<file path="src/rtl/rv_pkg.sv">
// RV32I encoding constants, decoded command codes and immediate formats
// shared by the decoder, the decode stage and its testbench.
package rv_pkg;

    // Major opcodes
    localparam logic [6:0] OPC_LUI    = 7'b0110111;
    localparam logic [6:0] OPC_AUIPC  = 7'b0010111;
    localparam logic [6:0] OPC_JAL    = 7'b1101111;
    localparam logic [6:0] OPC_JALR   = 7'b1100111;
    localparam logic [6:0] OPC_BRANCH = 7'b1100011;
    localparam logic [6:0] OPC_LOAD   = 7'b0000011;
    localparam logic [6:0] OPC_STORE  = 7'b0100011;
    localparam logic [6:0] OPC_ALUI   = 7'b0010011;
    localparam logic [6:0] OPC_ALU    = 7'b0110011;

    // Branch funct3
    localparam logic [2:0] F3_BEQ  = 3'b000;
    localparam logic [2:0] F3_BNE  = 3'b001;
    localparam logic [2:0] F3_BLT  = 3'b100;
    localparam logic [2:0] F3_BGE  = 3'b101;
    localparam logic [2:0] F3_BLTU = 3'b110;
    localparam logic [2:0] F3_BGEU = 3'b111;

    // Load/store funct3
    localparam logic [2:0] F3_LB  = 3'b000;
    localparam logic [2:0] F3_LH  = 3'b001;
    localparam logic [2:0] F3_LW  = 3'b010;
    localparam logic [2:0] F3_LBU = 3'b100;
    localparam logic [2:0] F3_LHU = 3'b101;

    // ALU funct3 (shared by register and immediate forms)
    localparam logic [2:0] F3_ADD  = 3'b000;
    localparam logic [2:0] F3_SLL  = 3'b001;
    localparam logic [2:0] F3_SLT  = 3'b010;
    localparam logic [2:0] F3_SLTU = 3'b011;
    localparam logic [2:0] F3_XOR  = 3'b100;
    localparam logic [2:0] F3_SR   = 3'b101;
    localparam logic [2:0] F3_OR   = 3'b110;
    localparam logic [2:0] F3_AND  = 3'b111;

    // funct7
    localparam logic [6:0] F7_BASE = 7'b0000000;
    localparam logic [6:0] F7_ALT  = 7'b0100000;

    localparam int CMD_W = 6;

    typedef enum logic [CMD_W-1:0] {
        CMD_NOP   = 6'd0,
        CMD_LUI   = 6'd1,
        CMD_AUIPC = 6'd2,
        CMD_JAL   = 6'd3,
        CMD_JALR  = 6'd4,
        CMD_BEQ   = 6'd5,
        CMD_BNE   = 6'd6,
        CMD_BLT   = 6'd7,
        CMD_BGE   = 6'd8,
        CMD_BLTU  = 6'd9,
        CMD_BGEU  = 6'd10,
        CMD_LB    = 6'd11,
        CMD_LH    = 6'd12,
        CMD_LW    = 6'd13,
        CMD_LBU   = 6'd14,
        CMD_LHU   = 6'd15,
        CMD_SB    = 6'd16,
        CMD_SH    = 6'd17,
        CMD_SW    = 6'd18,
        CMD_ADDI  = 6'd19,
        CMD_SLTI  = 6'd20,
        CMD_SLTIU = 6'd21,
        CMD_XORI  = 6'd22,
        CMD_ORI   = 6'd23,
        CMD_ANDI  = 6'd24,
        CMD_SLLI  = 6'd25,
        CMD_SRLI  = 6'd26,
        CMD_SRAI  = 6'd27,
        CMD_ADD   = 6'd28,
        CMD_SUB   = 6'd29,
        CMD_SLL   = 6'd30,
        CMD_SLT   = 6'd31,
        CMD_SLTU  = 6'd32,
        CMD_XOR   = 6'd33,
        CMD_SRL   = 6'd34,
        CMD_SRA   = 6'd35,
        CMD_OR    = 6'd36,
        CMD_AND   = 6'd37
    } cmd_e;

    // SHAMT is the zero-extended 5-bit shift amount of SLLI/SRLI/SRAI
    typedef enum logic [2:0] {
        IMM_NONE  = 3'd0,
        IMM_I     = 3'd1,
        IMM_S     = 3'd2,
        IMM_B     = 3'd3,
        IMM_U     = 3'd4,
        IMM_J     = 3'd5,
        IMM_SHAMT = 3'd6
    } imm_fmt_e;

endpackage

</file>
<file path="src/rtl/rv_decoder.sv">
// Purely combinational RV32I decoder: instruction word -> command, immediate,
// source/destination register fields and legality. Illegal encodings decode
// as a NOP with no register reads and no write-back.
module rv_decoder
    import rv_pkg::*;
#(
    parameter int XLEN       = 32,
    parameter int REG_ADDR_W = 5
) (
    input  logic [31:0]           instr,
    output cmd_e                  cmd,
    output logic [XLEN-1:0]       imm,
    output logic                  rs1_en,
    output logic                  rs2_en,
    output logic [REG_ADDR_W-1:0] rs1_addr,
    output logic [REG_ADDR_W-1:0] rs2_addr,
    output logic [REG_ADDR_W-1:0] rd,
    output logic                  rd_we,
    output logic                  illegal
);

    logic [6:0]  opcode;
    logic [2:0]  funct3;
    logic [6:0]  funct7;
    logic [4:0]  rd_field;
    cmd_e        cmd_next;
    imm_fmt_e    fmt_next;
    logic        use_rs1;
    logic        use_rs2;
    logic        writes_rd;
    logic        bad;
    logic [31:0] imm32;

    assign opcode   = instr[6:0];
    assign funct3   = instr[14:12];
    assign funct7   = instr[31:25];
    assign rd_field = instr[11:7];

    // Classify the opcode and pick command, immediate format and register usage
    always_comb begin
        cmd_next  = CMD_NOP;
        fmt_next  = IMM_NONE;
        use_rs1   = 1'b0;
        use_rs2   = 1'b0;
        writes_rd = 1'b0;
        bad       = 1'b0;
        case (opcode)
            OPC_LUI: begin
                cmd_next  = CMD_LUI;
                fmt_next  = IMM_U;
                writes_rd = 1'b1;
            end
            OPC_AUIPC: begin
                cmd_next  = CMD_AUIPC;
                fmt_next  = IMM_U;
                writes_rd = 1'b1;
            end
            OPC_JAL: begin
                cmd_next  = CMD_JAL;
                fmt_next  = IMM_J;
                writes_rd = 1'b1;
            end
            OPC_JALR: begin
                cmd_next  = CMD_JALR;
                fmt_next  = IMM_I;
                use_rs1   = 1'b1;
                writes_rd = 1'b1;
                bad       = (funct3 != 3'b000);
            end
            OPC_BRANCH: begin
                fmt_next = IMM_B;
                use_rs1  = 1'b1;
                use_rs2  = 1'b1;
                case (funct3)
                    F3_BEQ:  cmd_next = CMD_BEQ;
                    F3_BNE:  cmd_next = CMD_BNE;
                    F3_BLT:  cmd_next = CMD_BLT;
                    F3_BGE:  cmd_next = CMD_BGE;
                    F3_BLTU: cmd_next = CMD_BLTU;
                    F3_BGEU: cmd_next = CMD_BGEU;
                    default: bad      = 1'b1;
                endcase
            end
            OPC_LOAD: begin
                fmt_next  = IMM_I;
                use_rs1   = 1'b1;
                writes_rd = 1'b1;
                case (funct3)
                    F3_LB:   cmd_next = CMD_LB;
                    F3_LH:   cmd_next = CMD_LH;
                    F3_LW:   cmd_next = CMD_LW;
                    F3_LBU:  cmd_next = CMD_LBU;
                    F3_LHU:  cmd_next = CMD_LHU;
                    default: bad      = 1'b1;
                endcase
            end
            OPC_STORE: begin
                fmt_next = IMM_S;
                use_rs1  = 1'b1;
                use_rs2  = 1'b1;
                case (funct3)
                    F3_LB:   cmd_next = CMD_SB;
                    F3_LH:   cmd_next = CMD_SH;
                    F3_LW:   cmd_next = CMD_SW;
                    default: bad      = 1'b1;
                endcase
            end
            OPC_ALUI: begin
                fmt_next  = IMM_I;
                use_rs1   = 1'b1;
                writes_rd = 1'b1;
                case (funct3)
                    F3_ADD:  cmd_next = CMD_ADDI;
                    F3_SLT:  cmd_next = CMD_SLTI;
                    F3_SLTU: cmd_next = CMD_SLTIU;
                    F3_XOR:  cmd_next = CMD_XORI;
                    F3_OR:   cmd_next = CMD_ORI;
                    F3_AND:  cmd_next = CMD_ANDI;
                    F3_SLL: begin
                        fmt_next = IMM_SHAMT;
                        if (funct7 == F7_BASE) cmd_next = CMD_SLLI;
                        else                   bad      = 1'b1;
                    end
                    default: begin
                        // F3_SR: funct7 selects logical vs arithmetic shift
                        fmt_next = IMM_SHAMT;
                        if (funct7 == F7_BASE)     cmd_next = CMD_SRLI;
                        else if (funct7 == F7_ALT) cmd_next = CMD_SRAI;
                        else                       bad      = 1'b1;
                    end
                endcase
            end
            OPC_ALU: begin
                use_rs1   = 1'b1;
                use_rs2   = 1'b1;
                writes_rd = 1'b1;
                if (funct7 == F7_BASE) begin
                    case (funct3)
                        F3_ADD:  cmd_next = CMD_ADD;
                        F3_SLL:  cmd_next = CMD_SLL;
                        F3_SLT:  cmd_next = CMD_SLT;
                        F3_SLTU: cmd_next = CMD_SLTU;
                        F3_XOR:  cmd_next = CMD_XOR;
                        F3_SR:   cmd_next = CMD_SRL;
                        F3_OR:   cmd_next = CMD_OR;
                        default: cmd_next = CMD_AND;
                    endcase
                end else if (funct7 == F7_ALT) begin
                    case (funct3)
                        F3_ADD:  cmd_next = CMD_SUB;
                        F3_SR:   cmd_next = CMD_SRA;
                        default: bad      = 1'b1;
                    endcase
                end else begin
                    bad = 1'b1;
                end
            end
            default: bad = 1'b1;
        endcase
        // An illegal encoding must not read, write or carry an immediate
        if (bad) begin
            cmd_next  = CMD_NOP;
            fmt_next  = IMM_NONE;
            use_rs1   = 1'b0;
            use_rs2   = 1'b0;
            writes_rd = 1'b0;
        end
    end

    // Assemble the 32-bit immediate for the selected format
    always_comb begin
        imm32 = 32'd0;
        case (fmt_next)
            IMM_I:     imm32 = {{20{instr[31]}}, instr[31:20]};
            IMM_S:     imm32 = {{20{instr[31]}}, instr[31:25], instr[11:7]};
            IMM_B:     imm32 = {{19{instr[31]}}, instr[31], instr[7], instr[30:25], instr[11:8], 1'b0};
            IMM_U:     imm32 = {instr[31:12], 12'd0};
            IMM_J:     imm32 = {{11{instr[31]}}, instr[31], instr[19:12], instr[20], instr[30:21], 1'b0};
            IMM_SHAMT: imm32 = {27'd0, instr[24:20]};
            default:   imm32 = 32'd0;
        endcase
    end

    assign cmd      = cmd_next;
    assign imm      = XLEN'($signed(imm32));
    assign rs1_en   = use_rs1;
    assign rs2_en   = use_rs2;
    assign rs1_addr = use_rs1 ? REG_ADDR_W'(instr[19:15]) : '0;
    assign rs2_addr = use_rs2 ? REG_ADDR_W'(instr[24:20]) : '0;
    assign rd       = writes_rd ? REG_ADDR_W'(rd_field) : '0;
    assign rd_we    = writes_rd & (rd_field != 5'd0);
    assign illegal  = bad;

endmodule

</file>
<file path="src/rtl/id_fwd_stage.sv">
// Registered RV32I decode stage: decodes, resolves operands through a
// priority forwarding network, stalls on pending producers and holds the
// ID/EX pipeline register behind valid/ready handshakes.
module id_fwd_stage
    import rv_pkg::*;
#(
    parameter int XLEN        = 32,
    parameter int NUM_FWD     = 2,
    parameter int REG_ADDR_W  = 5,
    parameter int CMD_W       = 6,
    parameter int STALL_CNT_W = 16
) (
    input  logic                          clk_in,
    input  logic                          rst_in,
    input  logic                          flush_in,
    input  logic                          in_valid,
    output logic                          in_ready,
    input  logic [XLEN-1:0]               in_pc,
    input  logic [31:0]                   in_instr,
    output logic                          rs1_rd_en,
    output logic                          rs2_rd_en,
    output logic [REG_ADDR_W-1:0]         rs1_addr,
    output logic [REG_ADDR_W-1:0]         rs2_addr,
    input  logic [XLEN-1:0]               rs1_data,
    input  logic [XLEN-1:0]               rs2_data,
    input  logic [NUM_FWD-1:0]            fwd_valid,
    input  logic [NUM_FWD-1:0]            fwd_pending,
    input  logic [NUM_FWD*REG_ADDR_W-1:0] fwd_addr,
    input  logic [NUM_FWD*XLEN-1:0]       fwd_data,
    output logic                          out_valid,
    input  logic                          out_ready,
    output logic [XLEN-1:0]               out_pc,
    output logic [CMD_W-1:0]              out_cmd,
    output logic [XLEN-1:0]               out_rs1_val,
    output logic [XLEN-1:0]               out_rs2_val,
    output logic [XLEN-1:0]               out_imm,
    output logic [REG_ADDR_W-1:0]         out_rd,
    output logic                          out_rd_we,
    output logic                          out_illegal,
    output logic                          hazard_stall,
    output logic [STALL_CNT_W-1:0]        stall_cnt
);

    genvar gi;

    cmd_e                  dec_cmd;
    logic [XLEN-1:0]       dec_imm;
    logic                  dec_rs1_en;
    logic                  dec_rs2_en;
    logic [REG_ADDR_W-1:0] dec_rs1_addr;
    logic [REG_ADDR_W-1:0] dec_rs2_addr;
    logic [REG_ADDR_W-1:0] dec_rd;
    logic                  dec_rd_we;
    logic                  dec_illegal;

    rv_decoder #(
        .XLEN       (XLEN),
        .REG_ADDR_W (REG_ADDR_W)
    ) u_decoder (
        .instr    (in_instr),
        .cmd      (dec_cmd),
        .imm      (dec_imm),
        .rs1_en   (dec_rs1_en),
        .rs2_en   (dec_rs2_en),
        .rs1_addr (dec_rs1_addr),
        .rs2_addr (dec_rs2_addr),
        .rd       (dec_rd),
        .rd_we    (dec_rd_we),
        .illegal  (dec_illegal)
    );

    assign rs1_rd_en = in_valid & dec_rs1_en;
    assign rs2_rd_en = in_valid & dec_rs2_en;
    assign rs1_addr  = dec_rs1_addr;
    assign rs2_addr  = dec_rs2_addr;

    // Unpack the forwarding channels
    logic [NUM_FWD-1:0][REG_ADDR_W-1:0] ch_addr;
    logic [NUM_FWD-1:0][XLEN-1:0]       ch_data;

    generate
        for (gi = 0; gi < NUM_FWD; gi++) begin : g_ch
            assign ch_addr[gi] = fwd_addr[gi*REG_ADDR_W +: REG_ADDR_W];
            assign ch_data[gi] = fwd_data[gi*XLEN +: XLEN];
        end
    endgenerate

    // Operand 0 is rs1, operand 1 is rs2
    logic [1:0]                  op_en;
    logic [1:0][REG_ADDR_W-1:0]  op_addr;
    logic [1:0][XLEN-1:0]        op_rf;
    logic [1:0][XLEN-1:0]        op_val;
    logic [1:0]                  op_haz;

    assign op_en   = {dec_rs2_en, dec_rs1_en};
    assign op_addr = {dec_rs2_addr, dec_rs1_addr};
    assign op_rf   = {rs2_data, rs1_data};

    generate
        for (gi = 0; gi < 2; gi++) begin : g_op
            logic [XLEN-1:0] val;
            logic            haz;

            // Priority forwarding: scan oldest to youngest so the lowest-index
            // matching channel wins, pending or not
            always_comb begin
                val = op_rf[gi];
                haz = 1'b0;
                for (int i = NUM_FWD - 1; i >= 0; i--) begin
                    if (fwd_valid[i] && (ch_addr[i] == op_addr[gi])) begin
                        val = ch_data[i];
                        haz = fwd_pending[i];
                    end
                end
                if (!op_en[gi] || (op_addr[gi] == '0)) begin
                    val = '0;
                    haz = 1'b0;
                end
            end

            assign op_val[gi] = val;
            assign op_haz[gi] = haz;
        end
    endgenerate

    logic accept;

    assign hazard_stall = in_valid & (|op_haz) & ~flush_in;
    assign in_ready     = ~flush_in & ~hazard_stall & (~out_valid | out_ready);
    assign accept       = in_valid & in_ready;

    logic                   valid_reg;
    logic [XLEN-1:0]        pc_reg;
    logic [CMD_W-1:0]       cmd_reg;
    logic [XLEN-1:0]        rs1_val_reg;
    logic [XLEN-1:0]        rs2_val_reg;
    logic [XLEN-1:0]        imm_reg;
    logic [REG_ADDR_W-1:0]  rd_reg;
    logic                   rd_we_reg;
    logic                   illegal_reg;
    logic [STALL_CNT_W-1:0] stall_cnt_reg;

    // ID/EX valid: flush beats accept beats drain; otherwise hold
    always_ff @(posedge clk_in or negedge rst_in) begin
        if (!rst_in) begin
            valid_reg <= 1'b0;
        end else if (flush_in) begin
            valid_reg <= 1'b0;
        end else if (accept) begin
            valid_reg <= 1'b1;
        end else if (out_ready) begin
            valid_reg <= 1'b0;
        end
    end

    // ID/EX payload: captured only on acceptance, never re-forwarded while held
    always_ff @(posedge clk_in or negedge rst_in) begin
        if (!rst_in) begin
            pc_reg      <= '0;
            cmd_reg     <= CMD_W'(CMD_NOP);
            rs1_val_reg <= '0;
            rs2_val_reg <= '0;
            imm_reg     <= '0;
            rd_reg      <= '0;
            rd_we_reg   <= 1'b0;
            illegal_reg <= 1'b0;
        end else if (accept) begin
            pc_reg      <= in_pc;
            cmd_reg     <= CMD_W'(dec_cmd);
            rs1_val_reg <= op_val[0];
            rs2_val_reg <= op_val[1];
            imm_reg     <= dec_imm;
            rd_reg      <= dec_rd;
            rd_we_reg   <= dec_rd_we;
            illegal_reg <= dec_illegal;
        end
    end

    // Saturating count of cycles spent stalled on a pending producer
    always_ff @(posedge clk_in or negedge rst_in) begin
        if (!rst_in) begin
            stall_cnt_reg <= '0;
        end else if (hazard_stall && (stall_cnt_reg != '1)) begin
            stall_cnt_reg <= stall_cnt_reg + 1'b1;
        end
    end

    assign out_valid   = valid_reg;
    assign out_pc      = pc_reg;
    assign out_cmd     = cmd_reg;
    assign out_rs1_val = rs1_val_reg;
    assign out_rs2_val = rs2_val_reg;
    assign out_imm     = imm_reg;
    assign out_rd      = rd_reg;
    assign out_rd_we   = rd_we_reg;
    assign out_illegal = illegal_reg;
    assign stall_cnt   = stall_cnt_reg;

endmodule
</file>
<file path="config.mk">
export PLATFORM = sky130hd
export DESIGN_NAME = id_fwd_stage
export DESIGN_NICKNAME = d
export VERILOG_FILES = /design/src/rtl/rv_pkg.sv /design/src/rtl/rv_decoder.sv /design/src/rtl/id_fwd_stage.sv
export SDC_FILE = /design/constraint.sdc
export NUM_CORES = 1
export LEC_CHECK = 0
export BUFFER_PORTS_ARGS = -buffer_cell sky130_fd_sc_hd__buf_2
export CELL_PAD_IN_SITES_DETAIL_PLACEMENT = 1
export CELL_PAD_IN_SITES_GLOBAL_PLACEMENT = 1
export CORE_MARGIN = 2
export CORE_UTILIZATION = 36
export DETAILED_ROUTE_END_ITERATION = 10
export GPL_TIMING_DRIVEN = 1
export PLACE_DENSITY = 0.88
export SLEW_MARGIN = 10
export SYNTH_ARGS = -nofsm -noshare
export SYNTH_HDL_FRONTEND = slang
export SYNTH_SLANG_ARGS = --single-unit
</file>
<file path="constraint.sdc">
create_clock -name clk_in -period 4.64 [get_ports clk_in]
set_clock_uncertainty 0.1 [all_clocks]
set_input_delay 0.696 -clock clk_in [delete_from_list [all_inputs] [get_ports clk_in]]
set_output_delay 0.696 -clock clk_in [all_outputs]
set_load 0.005 [all_outputs]
</file>
**Yosys cells after proc, flatten, opt, wreduce, memory -nomap -nowiden**

Cells that the tools add are included.

- Input port bits: 211
- Output and inout bits: 172
- Word-level logic and storage cells: 131
- Register bits: 158

- Reductions and logical operators: 28
- $add $sub $neg: 1
- Bitwise logic cells: 12
- Eq/ne operators: 28
- Mux-type cells: 52

Operators with widths:

| kind | number |
|---|---|
| $mux W32 | 6 |
| $pmux W32 S6 | 1 |
| $pmux W6 S7 | 2 |
| $pmux W6 S9 | 1 |
| $eq A7 B6 Y1 const B | 4 |
| $mux W5 | 5 |
| $mux W1 | 24 |
| $mux W6 | 4 |
| $pmux W4 S6 | 1 |
| $eq A3 B3 Y1 const B | 7 |
| $eq A7 B7 Y1 const B | 3 |
| $eq A5 B5 Y1 | 4 |
| $pmux W4 S5 | 1 |
| $pmux W3 S6 | 1 |
| $reduce_or A6 Y1 | 3 |
| $add A16 B1 Y16 const B | 1 |
| $ne A16 B16 Y1 const B | 1 |
| $pmux W5 S3 | 1 |
| $eq A7 B5 Y1 const B | 2 |
| $eq A3 B2 Y1 const B | 4 |
| $pmux W6 S2 | 1 |
| $logic_not A5 Y1 | 2 |
| $reduce_or A3 Y1 | 3 |
| $and A1 B1 Y1 | 8 |
| 17 further kinds | 31 |

**Longest topological paths before layout**

- Depth in word-level cells: 22
- Depth in mapped cells: 14
- Mapped depth without buffers: 10

**Hierarchy**

From an unflattened synthesis, not the netlist that was laid out.

- Cells, all modules: 967
- Area, all modules: 9,187.6 um^2

By module, submodules not included:

| module | times used | area an instance (um^2) | sequential area each (um^2) | cells each |
|---|---|---|---|---|
| id_fwd_stage | 1 | 7,672.4 | 3,953.8 | 709 |
| rv_decoder | 1 | 1,515.2 | 0.0 | 258 |

**Least setup slack after synthesis**

OpenSTA, ideal clock, no wires.

- Kind: input-to-output
- Start: input in_instr[25]
- End: output hazard_stall
- Arrival: 3,246 ps
- Path buffers: 1
- Data required time: 3,844 ps
- Stages: 10
- Slack: 598 ps
- Cells stage by stage: or4_1 > nor3_2 > o22ai_2 > nor4_4 > o21ai_0 > nor4_1 > mux2i_1 > o22ai_2 > clkbuf_1 > and2_1

- Cells in the longest elaborated chain, start to end: 15
- Elaborated cells between the ends (all ways): 36
- Those cells by class: eq/ne (5); mux (17); bitwise (2); reduce/logical (12)

Ends and longest elaborated chain:

| item | RTL line | source |
|---|---|---|
| from (decl) | id_fwd_stage.sv:19 | `input logic [31:0] in_instr,` |
| $eq A7 B6 Y1 | rv_decoder.sv:128, rv_decoder.sv:148 |  |
| $mux W1 | rv_decoder.sv:128 | `else if (funct7 == F7_ALT) cmd_next = CMD_SRAI;` |
| $mux W1 | rv_decoder.sv:127 | `if (funct7 == F7_BASE) cmd_next = CMD_SRLI;` |
| $pmux W1 S2 | rv_decoder.sv:112 | `case (funct3)` |
| $pmux W1 S7 * | rv_decoder.sv:47 | `case (opcode)` |
| $mux W1 * | rv_decoder.sv:161 | `if (bad) begin` |
| $mux W5 * | rv_decoder.sv:188 | `assign rs1_addr = use_rs1 ? REG_ADDR_W'(instr[19:15]) : '0;` |
| named net rs1_addr[0] | id_fwd_stage.sv:22 | `output logic [REG_ADDR_W-1:0] rs1_addr,` |
| $eq A5 B5 Y1 | id_fwd_stage.sv:110 | `if (fwd_valid[i] && (ch_addr[i] == op_addr[gi])) begin` |
| $logic_and A1 B1 Y1 | id_fwd_stage.sv:110 |  |
| $mux W1 (2 in a row) | id_fwd_stage.sv:110 |  |
| $mux W1 * | id_fwd_stage.sv:115 | `if (!op_en[gi] \|\| (op_addr[gi] == '0)) begin` |
| $reduce_or A2 Y1 * | id_fwd_stage.sv:128 | `assign hazard_stall = in_valid & (\|op_haz) & ~flush_in;` |
| $and A1 B1 Y1 * (2 in a row) | id_fwd_stage.sv:128 |  |
| to (decl) | id_fwd_stage.sv:40 | `output logic hazard_stall,` |

Mark *: on every way through the listed nets, which the timed path passes. The rest lies on a longest branch.

**Final worst setup path**

- Start: input in_instr[25]
- End: output hazard_stall

- Cells in the longest elaborated chain, start to end: 15
- Elaborated cells between the ends (all ways): 36
- Those cells by class: eq/ne (5); mux (17); bitwise (2); reduce/logical (12)

Ends and longest elaborated chain:

| item | RTL line |
|---|---|
| $eq A7 B6 Y1 | rv_decoder.sv:128, rv_decoder.sv:148 |
| $mux W1 | rv_decoder.sv:128 |
| $mux W1 | rv_decoder.sv:127 |
| $pmux W1 S2 | rv_decoder.sv:112 |
| $pmux W1 S7 * | rv_decoder.sv:47 |
| $mux W1 | rv_decoder.sv:161 |
| $mux W5, on equally long branches | rv_decoder.sv:188, rv_decoder.sv:189 |
| $eq A5 B5 Y1 | id_fwd_stage.sv:110 |
| $logic_and A1 B1 Y1 | id_fwd_stage.sv:110 |
| $mux W1 (2 in a row) | id_fwd_stage.sv:110 |
| $mux W1 | id_fwd_stage.sv:115 |
| $reduce_or A2 Y1 * | id_fwd_stage.sv:128 |
| $and A1 B1 Y1 * (2 in a row) | id_fwd_stage.sv:128 |

Mark *: on every way between the ends. The rest lies on a longest branch, timed or not.

==> run_results.csv <==
group,metric,value,unit
status,status,"finished clean",
critical_path,cp.arrival,3580,ps
cts,clock-sinks,158,
flow_run,drv_cap,0,
floorplan,start_util,0.365,
synthesis,yosysTopAreaCell,"dfrtp_1",
power,finalPower,3400,uW
critical_path,end_kind,"output pin",
cts,cts.root.buffer_cell,"clkbuf_16",
finish,drive_gt1_frac,0.437,
timing,period_minus_slack,4370,ps
cts,clock_latency,410,ps
place,gp_congestion,0.941,
timing,rsz0062_at_grt,"false",
timing,whs,319,ps
finish,mostFrequentLayoutCell,"buf_2",
global_route,grt_pass1_vias,9935,
cts,htree_levels,4,
synthesis,ys_seq_elements,158,
power,leakage,0.00601,uW
critical_path,cp.depth,12,
cts,cts_setup_buffers,0,
timing,setup_violations,0,
finish,final_cell_mix,"381 x buf_2, 158 x dfrtp_1, 99 x nor2_1, 99 x mux2_2, 81 x mux2i_1",
synthesis,synth_edf_count,0,
timing,fmax,0.229,GHz
cts,cts_buffers,17,
synthesis,ys_warn_count,0,
route,drt-initial-drc-count,644,
finish,fillers,3054,
critical_path,cp-startpoint,"in_instr[25]",
cts,tritoncts,"built",
critical_path,reg2reg_from,"stall_cnt[4]",
critical_path,path_delay_family,"simple AND/OR/NAND/NOR gates",
place,dpl.hpwl,27000,um
synthesis,yosysTopAreaCellShare,0.418,
timing,worstMarginPinSlew,1020,ps
timing,hold_viol_final,0,
cts,clk_pin_slew,80,ps
place,dp_cells,1621,
critical_path,startpoint_type,"primary input",
floorplan,die_y,166,um
critical_path,critPathBufInv,3,
critical_path,rr_endpoint,"stall_cnt[9]",
floorplan,dieArea,27600,um2
floorplan,io_pins,383,
critical_path,endpoint,"hazard_stall",
timing,tns,0,ps
route,dr.pass1.iters,5,
critical_path,crit_path_cell_trace,"buf_2, or4_1, nor3_4, o22ai_2, nor4_4, o21ai_0, nor4_1, buf_4, mux2i_1, o22ai_2, and2_1, buf_2",
global_route,grt_pass1_wl,55400,um
route,postRouteAntennaNets,0,
critical_path,cp.required,3840,ps
synthesis,synth_fp_nets,1151,
route,routed_via_density,5.58,
synthesis,synthTopCellsByArea,"dfrtp_1 42%, mux2_2 12%, mux2i_1 8.6%",
synthesis,async_flop_share,1.00,
finish,syn2layout_area_growth,31.3,%
place,postPlaceCellArea,11800,um2
cts,cts.path.max_buffers,2,
critical_path,critPathSlowestCell,"or4_1",
timing,final_max_slew_viol_count,0,
timing,slew_headroom,0.319,
hold_path,hp-class,"primary input to async pin",
synthesis,syn_inst,939,
finish,layoutNonFillerInstCount,1659,
critical_path,crit_fanout,6,
power,power_density,274,nW/um2
global_route,track_usage,0.252,
timing,period_share,0.942,
critical_path,criticalPathCategory,"primary input to output pin",
route,drc,0,
global_route,overflow,0,
synthesis,synth-main-ff-cell,"dfrtp_1",
floorplan,rows,59,
power,ir_drop,0.000224,V
finish,fin_area,12400,um2
synthesis,synth_area,9450,um2
place,port_buffers,382,
synthesis,yosysSeqAreaShare,0.418,
critical_path,reg2regPathDepth,10,
floorplan,die_w,166,um
route,num_vias,9254,
global_route,grt_antenna_before_repair,7,
route,avgRoutedWirePerCell,21.0,um
finish,fin_nets,1517,
route,routed_wl,34900,um
critical_path,max_stage_delay,610,ps
floorplan,coreArea,25900,um2
synthesis,syn_avg_cell_area,10.1,um2
global_route,grt_max_degree,107,
synthesis,ys_types,66,
critical_path,reg2reg_slack,1870,ps
-- worst reg2reg max path: stages, from the launching register on --
cell and delay, ps:
dfrtp_1 430, and3_1 220, and3_1 190, nand2_1 130, o41a_1 440, nor2b_1 170, and3_1 230, a221o_1 330
buf_4 190, nand4_1 110, xnor2_1 130
-- per-stage QoR --
stage	util	setup slack, ps
after floorplan	-	598
after global placement	0.456	203
after detailed placement	0.456	26.8
after CTS	0.478	214
after global routing	0.479	27.3
final	0.479	268
-- synth_stat cells (8+ instances only) --
| cell | n |
|---|---|
| nand3_1 | 16 |
| nand2_1 | 49 |
| mux2_4 | 10 |
| inv_1 | 28 |
| mux2i_1 | 81 |
| nor4_1 | 11 |
| o22ai_1 | 9 |
| nand4_1 | 14 |
| xnor2_1 | 21 |
| buf_2 | 19 |
| nor2b_1 | 8 |
| nor2_1 | 99 |
| mux2_2 | 99 |
| o21ai_0 | 35 |
| nor3_1 | 8 |
| clkbuf_1 | 43 |
| and2_1 | 11 |
| a211oi_1 | 65 |
| o31ai_1 | 14 |
| dfrtp_1 | 158 |
| and3_1 | 9 |
| a21oi_1 | 29 |
-- what timing repair did --
action	in CTS	in global routing
hold buffers	0	0
resized for setup	0	3
setup endpoints to repair	0	2
-- routing by layer --
metal / up-vias / track usage / routed length [um]
met4: 0 / 0.116 / 1540
met2: 389 / 0.429 / 17100
met5: - / 0 / 0
met3: 75 / 0.0522 / 2050
li1: 4181 / - / -
met1: 4609 / 0.307 / 14200
-- power by group --
| group | total (uW) | internal [uW] | switching, uW |
|---|---|---|---|
| Sequential | 1480 | 1440 | 35.0 |
| Combinational | 512 | 241 | 271 |
| Clock | 1410 | 761 | 648 |
| Total | 3400 | 2440 | 954 |
-- area by class of cell --
class	count	area, um2	area share
inverter	29	109	0.00877
antenna	6	15.0	0.00121
clock inverter	14	149	0.0120
timing repair buffer	416	2240	0.180
multi-input combinational	683	5100	0.411
tap	335	419	0.0338
sequential	158	3950	0.319
clock buffer	18	429	0.0346
-- worst min-delay path by stage --
stage | startpoint | end | slack [ps]
floorplan | rst_in | out_cmd[0] | 300
global placement | out_pc[30] | out_pc[30] | 360
detailed placement | out_imm[4] | out_imm[4] | 370
CTS | rst_in | out_pc[18] | 360
global route | rst_in | out_pc[16] | 370
finish | rst_in | out_pc[18] | 320
-- logic make-up (layout without fill, tap and decap cells) --
logic type | after synthesis | count (layout) | share of synthesized area
compound gates | 199 | 199 | 0.146
fa+ha+maj | 1 | 1 | 0.00132
simple gates | 261 | 261 | 0.138
xor+xnor | 27 | 27 | 0.0250
buf+inv | 98 | 477 | 0.0458
flops | 158 | 158 | 0.418
mux | 195 | 195 | 0.226
other cells | 0 | 6 | 0
No activity file was read; power rests on OpenSTA's default activity.
